[config.mk]
export PLATFORM = sky130hd
export DESIGN_NAME = mcp_control_fsm
export DESIGN_NICKNAME = d
export VERILOG_FILES = /design/src/rtl/mcp_pkg.sv /design/src/rtl/mcp_out_decode.sv /design/src/rtl/mcp_control_fsm.sv
export SDC_FILE = /design/constraint.sdc
export NUM_CORES = 1
export LEC_CHECK = 0
export ABC_AREA = 1
export CAP_MARGIN = 20
export CORE_MARGIN = 2
export CORE_UTILIZATION = 30
export CTS_CLUSTER_SIZE = 30
export DETAILED_ROUTE_END_ITERATION = 7
export HOLD_SLACK_MARGIN = 0.02
export PLACE_DENSITY = 0.68
export SYNTH_ARGS = -nofsm -noshare
export SYNTH_HDL_FRONTEND = slang
export SYNTH_SLANG_ARGS = --single-unit
[constraint.sdc]
create_clock -name clk_i -period 1.4 [get_ports clk_i]
set_input_delay 0.28 -clock clk_i [delete_from_list [all_inputs] [get_ports clk_i]]
set_output_delay 0.28 -clock clk_i [all_outputs]
set_load 0.03 [all_outputs]
[src/rtl/mcp_pkg.sv]
// Shared types for the multicycle MIPS main controller: state encoding,
// opcode constants, control-field enums and the packed control word.
// Optional feature: MCP_ADDI_EN enables the ADDI execute/write-back states.
package mcp_pkg;

    typedef enum logic [3:0] {
        S_FETCH   = 4'd0,
        S_DECODE  = 4'd1,
        S_MEMADR  = 4'd2,
        S_MEMRD   = 4'd3,
        S_MEMWB   = 4'd4,
        S_MEMWR   = 4'd5,
        S_RTYPEEX = 4'd6,
        S_RTYPEWB = 4'd7,
        S_BEQEX   = 4'd8,
        S_JEX     = 4'd9,
        S_ADDIEX  = 4'd10,
        S_ADDIWB  = 4'd11
    } state_e;

    localparam logic [5:0] OP_R    = 6'b000000;
    localparam logic [5:0] OP_LW   = 6'b100011;
    localparam logic [5:0] OP_SW   = 6'b101011;
    localparam logic [5:0] OP_BEQ  = 6'b000100;
    localparam logic [5:0] OP_J    = 6'b000010;
    localparam logic [5:0] OP_ADDI = 6'b001000;

    // Next-PC source select.
    typedef enum logic [1:0] {
        PC_ALU_RES = 2'b00,
        PC_ALU_OUT = 2'b01,
        PC_JUMP    = 2'b10
    } pcsrc_e;

    // ALU B operand select.
    typedef enum logic [1:0] {
        SRCB_B      = 2'b00,
        SRCB_FOUR   = 2'b01,
        SRCB_IMM    = 2'b10,
        SRCB_IMM_SH = 2'b11
    } srcb_e;

    // ALU operation override; 2'b11 is reserved and never produced.
    typedef enum logic [1:0] {
        ALU_ADD   = 2'b00,
        ALU_SUB   = 2'b01,
        ALU_FUNCT = 2'b10
    } alu_alt_e;

    typedef struct packed {
        logic     pc_we;       // unconditional PC write
        pcsrc_e   pc_src;
        logic     iord;        // 0: PC addresses memory, 1: alu_out_reg
        logic     instr_we;
        logic     mem_we;
        logic     reg_dst;     // 0: rt, 1: rd
        logic     mem_to_reg;  // 0: alu_out_reg, 1: data_reg
        logic     reg_we;
        logic     srca;        // 0: PC, 1: A register
        srcb_e    srcb;
        alu_alt_e alu;
    } ctrl_word_t;

endpackage

[src/rtl/mcp_out_decode.sv]
// Moore output decode: maps the controller state to the data_path control word.
// MCP_ADDI_EN: when undefined the ADDI states decode like any unused encoding (all 0).
module mcp_out_decode
    import mcp_pkg::*;
(
    input  state_e     i_state,
    output ctrl_word_t o_ctrl
);

    // Control word for the current state; fields not set stay 0.
    always_comb begin
        // NOTE: defaulting the whole word first keeps every path assigned, so no latch is inferred.
        o_ctrl = '0;
        unique case (i_state)
            S_FETCH: begin
                o_ctrl.instr_we = 1'b1;
                o_ctrl.pc_we    = 1'b1;
                o_ctrl.srca     = 1'b0;
                o_ctrl.srcb     = SRCB_FOUR;
                o_ctrl.alu      = ALU_ADD;
                o_ctrl.pc_src   = PC_ALU_RES;
            end
            S_DECODE: begin
                // Precompute the branch target into alu_out_reg.
                o_ctrl.srcb = SRCB_IMM_SH;
                o_ctrl.alu  = ALU_ADD;
            end
            S_MEMADR: begin
                o_ctrl.srca = 1'b1;
                o_ctrl.srcb = SRCB_IMM;
                o_ctrl.alu  = ALU_ADD;
            end
            S_MEMRD: begin
                o_ctrl.iord = 1'b1;
            end
            S_MEMWB: begin
                o_ctrl.reg_we     = 1'b1;
                o_ctrl.reg_dst    = 1'b0;
                o_ctrl.mem_to_reg = 1'b1;
            end
            S_MEMWR: begin
                o_ctrl.iord   = 1'b1;
                o_ctrl.mem_we = 1'b1;
            end
            S_RTYPEEX: begin
                o_ctrl.srca = 1'b1;
                o_ctrl.srcb = SRCB_B;
                o_ctrl.alu  = ALU_FUNCT;
            end
            S_RTYPEWB: begin
                o_ctrl.reg_we  = 1'b1;
                o_ctrl.reg_dst = 1'b1;
            end
            S_BEQEX: begin
                // PC write here is qualified by zero in the FSM, not in this table.
                o_ctrl.srca   = 1'b1;
                o_ctrl.srcb   = SRCB_B;
                o_ctrl.alu    = ALU_SUB;
                o_ctrl.pc_src = PC_ALU_OUT;
            end
            S_JEX: begin
                o_ctrl.pc_src = PC_JUMP;
                o_ctrl.pc_we  = 1'b1;
            end
`ifdef MCP_ADDI_EN
            S_ADDIEX: begin
                o_ctrl.srca = 1'b1;
                o_ctrl.srcb = SRCB_IMM;
                o_ctrl.alu  = ALU_ADD;
            end
            S_ADDIWB: begin
                o_ctrl.reg_we  = 1'b1;
                o_ctrl.reg_dst = 1'b0;
            end
`endif
            default: o_ctrl = '0;
        endcase
    end

endmodule

[src/rtl/mcp_control_fsm.sv]
// Multicycle MIPS main controller: Moore FSM sequencing data_path per instruction.
// Holds the state register, next-state dispatch, BEQ qualification of pc_we_o and
// the illegal-opcode flag. MCP_ADDI_EN adds ADDI support; otherwise ADDI is illegal.
module mcp_control_fsm
    import mcp_pkg::*;
#(
    parameter int STATE_W        = 4,
    parameter bit ILLEGAL_STICKY = 1'b1
) (
    input  logic               clk_i,
    input  logic               reset_i,
    input  logic [5:0]         opcode_i6,
    input  logic               zero_i,
    output logic               pc_we_o,
    output logic [1:0]         pc_branch_o2,
    output logic               instr_or_data_o,
    output logic               instr_we_o,
    output logic               mem_we_o,
    output logic               reg_dst_rtrd_o,
    output logic               mem_to_reg_o,
    output logic               enable_wrf_o,
    output logic               a_alu_input_o,
    output logic [1:0]         b_alu_input_o2,
    output logic [1:0]         alu_alt_ctrl_o2,
    output logic               illegal_op_o,
    output logic [STATE_W-1:0] state_o
);

    state_e     r_state;
    state_e     w_next_state;
    logic       w_illegal_dec;
    logic       r_illegal;
    ctrl_word_t w_ctrl;

    // State register; reset aborts any instruction and restarts at FETCH.
    always_ff @(posedge clk_i or posedge reset_i) begin
        // NOTE: sequential state uses non-blocking assignments so all flops update together.
        if (reset_i) r_state <= S_FETCH;
        else         r_state <= w_next_state;
    end

    // Next-state logic and opcode dispatch out of DECODE.
    always_comb begin
        w_next_state  = S_FETCH;
        w_illegal_dec = 1'b0;
        unique case (r_state)
            S_FETCH:  w_next_state = S_DECODE;
            S_DECODE: begin
                unique case (opcode_i6)
                    OP_LW, OP_SW: w_next_state = S_MEMADR;
                    OP_R:         w_next_state = S_RTYPEEX;
                    OP_BEQ:       w_next_state = S_BEQEX;
                    OP_J:         w_next_state = S_JEX;
`ifdef MCP_ADDI_EN
                    OP_ADDI:      w_next_state = S_ADDIEX;
`endif
                    default: begin
                        w_next_state  = S_FETCH;
                        w_illegal_dec = 1'b1;
                    end
                endcase
            end
            S_MEMADR:  w_next_state = (opcode_i6 == OP_SW) ? S_MEMWR : S_MEMRD;
            S_MEMRD:   w_next_state = S_MEMWB;
            S_RTYPEEX: w_next_state = S_RTYPEWB;
`ifdef MCP_ADDI_EN
            S_ADDIEX:  w_next_state = S_ADDIWB;
`endif
            default:   w_next_state = S_FETCH;
        endcase
    end

    // Illegal-opcode flag: registered, so it rises the cycle after DECODE.
    always_ff @(posedge clk_i or posedge reset_i) begin
        if (reset_i)             r_illegal <= 1'b0;
        else if (ILLEGAL_STICKY) r_illegal <= r_illegal | w_illegal_dec;
        else                     r_illegal <= w_illegal_dec;
    end

    mcp_out_decode u_out_decode (
        .i_state (r_state),
        .o_ctrl  (w_ctrl)
    );

    // BEQ writes the PC only when the ALU reports equality this cycle.
    assign pc_we_o         = w_ctrl.pc_we | ((r_state == S_BEQEX) & zero_i);
    assign pc_branch_o2    = w_ctrl.pc_src;
    assign instr_or_data_o = w_ctrl.iord;
    assign instr_we_o      = w_ctrl.instr_we;
    assign mem_we_o        = w_ctrl.mem_we;
    assign reg_dst_rtrd_o  = w_ctrl.reg_dst;
    assign mem_to_reg_o    = w_ctrl.mem_to_reg;
    assign enable_wrf_o    = w_ctrl.reg_we;
    assign a_alu_input_o   = w_ctrl.srca;
    assign b_alu_input_o2  = w_ctrl.srcb;
    assign alu_alt_ctrl_o2 = w_ctrl.alu;
    assign illegal_op_o    = r_illegal;
    assign state_o         = STATE_W'(r_state);

endmodule
==> results.md, run 1 <==
- Startpoint types: register
- Psw: 735 µW
- Reg power frac: 13.6%
- Gate power share: 75.9%
- DRC Markers: 0
- DRT antenna net count: 0
- DR vias: 647
- # diodes: 0
- WL/cell: 12.0 µm
- Max Cap Viol: 0
- Final hold vios: 0
- Final worst slack: -0.230 ns
- Core ar.: 0.00135 mm²
- Syn Inst Count: 70
- Worst skew pair latency: 0.25 ns
- Final setup violation count: 14
- Core Util, Final: 82.4%
- Via density per instance: 4.76
- HPWL Detailed: 1120 µm
- Syn_nets: 79
- Sw Share: 46.0%
- LEAKAGE: 0.522 nW
- Clock buffer depth: 2
- Pin count of the biggest net entering global routing: 6
- Netlist cell types: 18
- CTS root buffer: clkbuf_4
- Peak VDD IR: 767 µV
- Die ar.: 0.00182 mm²
- Die width: 42.6 µm
- H-Tree Depth: 1
- Final nets: 131
- Sequential area share after synthesis: 27.9%
- Peak Freq: 614 MHz
- Top-area cell type share of the netlist area: 27.9%
- Tcrit/Tclk final: 116%
- Top cells by count, synth: nor2_1 (14), nand2_1 (10), nand3_1 (10)
- Placer Congestion: 0.737
- Layout area overhead: 148%
- Min Tclk post-route: 1.63 ns
- Finished Cell Area: 0.00111 mm²
- Crit path kind: reg2out
- Maximum fanout along the worst path: 5
- Power Internal: 863 µW
- Slowest cell on crit path: dfrtp_2
- Req. time, crit path: 1.12 ns
- Failing checks: negative setup slack
- Num ports: 28
- Clock Power Share: 10.5%
- DR pass1 iterations: 4
- Hold crit path type: in2async
- Cell Area, Synth: 448 µm²
- Ranking of synthesized cells by area: dfrtp_1 (28%), nor2_1 (12%), nand3_1 (11%)
- Fin. max-slew vios: 0
- Run status: finished with violations
- Number of synthesized flops with an enable pin: 0
- Yosys warns: 0
- Area of placed instances: 850 µm²
- Area leader, netlist: dfrtp_1
- Detailed Route Iter0 Violations: 4
- First-pass GRT wire length: 2440 µm
- Post-synth ARST share: 100%
- Tot Pwr: 1.60 mW
- Fillers: 95
- RSZ-0062 raised after global routing: yes
- Effective utilization at floorplan: 33.2%
- CP endpoint kind: primary output
- Buffers on Ports: 27
- Die Ht: 42.6 µm
- Initial antenna violation count: 0
- Crit path largest cell delay: 0.49 ns
- Final wirelength: 1630 µm
- Share of cells above drive strength 1: 62.0%
- CP cell instances: inv_2 > nand2_4 > nor2_4 > inv_1 > nand3_4 > buf_6
- TritonCTS buffer count: 3
- Number of global-route vias before repair: 607
- Gr usage total: 17.5%
- Mapped Avg Cell Area: 6.40 µm²
- Standard-cell rows: 13
- CP top delay family: flip-flops
- Worst slew pin tran: 0.303 ns
- PwrDens: 1440 mW/mm²
- GRT overflow: 0
- Count leader, synth: nor2_1
- WP buf/inv: 3
- CTS sink count: 5
- Critical Path AT: 1.35 ns
- CTS tree: built
- Clock-pin transition on the worst setup and hold timing paths: 0.05 ns
- Top_reg_cell synth: dfrtp_1
- Slew headroom: 79.9%
- #FFs+latches synth: 5
- Skew final: 0.00778 ns
## worst paths after layout
kind	from	end	slack, ns	cells after the start
min in group clk_i	illegal_op_o	illegal_op_o	0.47	1
setup / recovery	state_o[2]	pc_we_o	-0.23	6
max in group asynchronous	reset_i	state_o[1]	0.98	2
hold / removal	reset_i	illegal_op_o	0.22	2
setup reg to reg	state_o[2]	illegal_op_o	0.07	7
hold reg to reg	illegal_op_o	illegal_op_o	0.47	1
## worst reg2reg max path, stage by stage (launching register included)
cell	delay (ns)
dfrtp_2	0.49
inv_2	0.11
nand2_4	0.08
buf_12	0.14
buf_4	0.14
nor2_4	0.10
nand3_1	0.10
o21bai_2	0.11
## power groups by stage
stage	Combinational, mW	Sequential [mW]	Clock [mW]
final	1.21	0.217	0.168
after detailed placement	0.898	0.218	0
after CTS	1.06	0.208	0.173
after global routing	1.28	0.221	0.184
after floorplan	0.519	0.258	0
after global placement	0.899	0.214	0
## metrics by stage
| stage | TNS, ns | hold WS, ns | worst slack [ns] | instances |
|---|---|---|---|---|
| 3_3_place_gp | 0 | 0.460 | 0.0211 | 120 |
| 3_5_place_dp | -0.0126 | 0.466 | -0.00882 | 120 |
| 4_1_cts | -1.75 | 0.224 | -0.191 | 131 |
| 6_report | -2.10 | 0.224 | -0.230 | 136 |
| 2_1_floorplan | -0.674 | 0.0582 | -0.216 | 70 |
| 5_1_grt | -2.75 | 0.248 | -0.276 | 136 |
## layout make-up
class / instances / area, µm² / share of cell area, %
well taps: 15 / 18.8 / 1.69
flip-flops and latches: 5 / 130 / 11.7
clock buffers: 4 / 26.3 / 2.36
multi-input cells: 53 / 409 / 36.8
repair buffers: 47 / 470 / 42.3
inverters: 12 / 57.6 / 5.17
## logic make-up (layout without fill, tap and decap cells)
family / Yosys count / in the layout / share of synthesized area, %
compound gates: 4 / 4 / 5.86
buf+inv: 12 / 63 / 10.1
flops: 5 / 5 / 27.9
simple gates: 49 / 49 / 56.1
## cells in the final DEF, fill, tap and decap left out, types with 4 or more instances in the layout
cell,count
buf_4,14
buf_6,22
clkdlybuf4s50_1,8
dfrtp_2,4
inv_1,6
nand2_1,8
nand3_1,7
nor2_1,9
nor2_4,6
## flip-flops by register name, summed over array words and instances (netlist names)
signal        count
illegal_op_o      1
state_o           4
## what timing repair did
action,CTS,global route
endpoints found under the setup margin,16,14
gates resized for setup,18,19
hold buffers,0,0
setup buffers,7,5
pin swaps,7,5
## routing by layer
metal  global-route usage (%)  vias to the layer above  part of all wire [%]
met1                     18.4                      288                    40
met5                        0                        -                     0
met3                     2.59                        4                   4.8
met2                     33.3                       26                    53
met4                     7.50                        0                   2.4
li1                         -                      329                     -
Note: power is estimated with default switching activity, not from simulation.
==> run 2, diff against run 1 <==
--- a/config.mk
+++ b/config.mk
@@ -6,6 +6,7 @@
 export NUM_CORES = 1
 export LEC_CHECK = 0
 export ABC_AREA = 1
+export ABC_CLOCK_PERIOD_IN_PS = 1400
 export CAP_MARGIN = 20
 export CORE_MARGIN = 2
 export CORE_UTILIZATION = 30
==> results of run 2 <==
No change in the layout: final DEF, timing and power equal those of run 1.
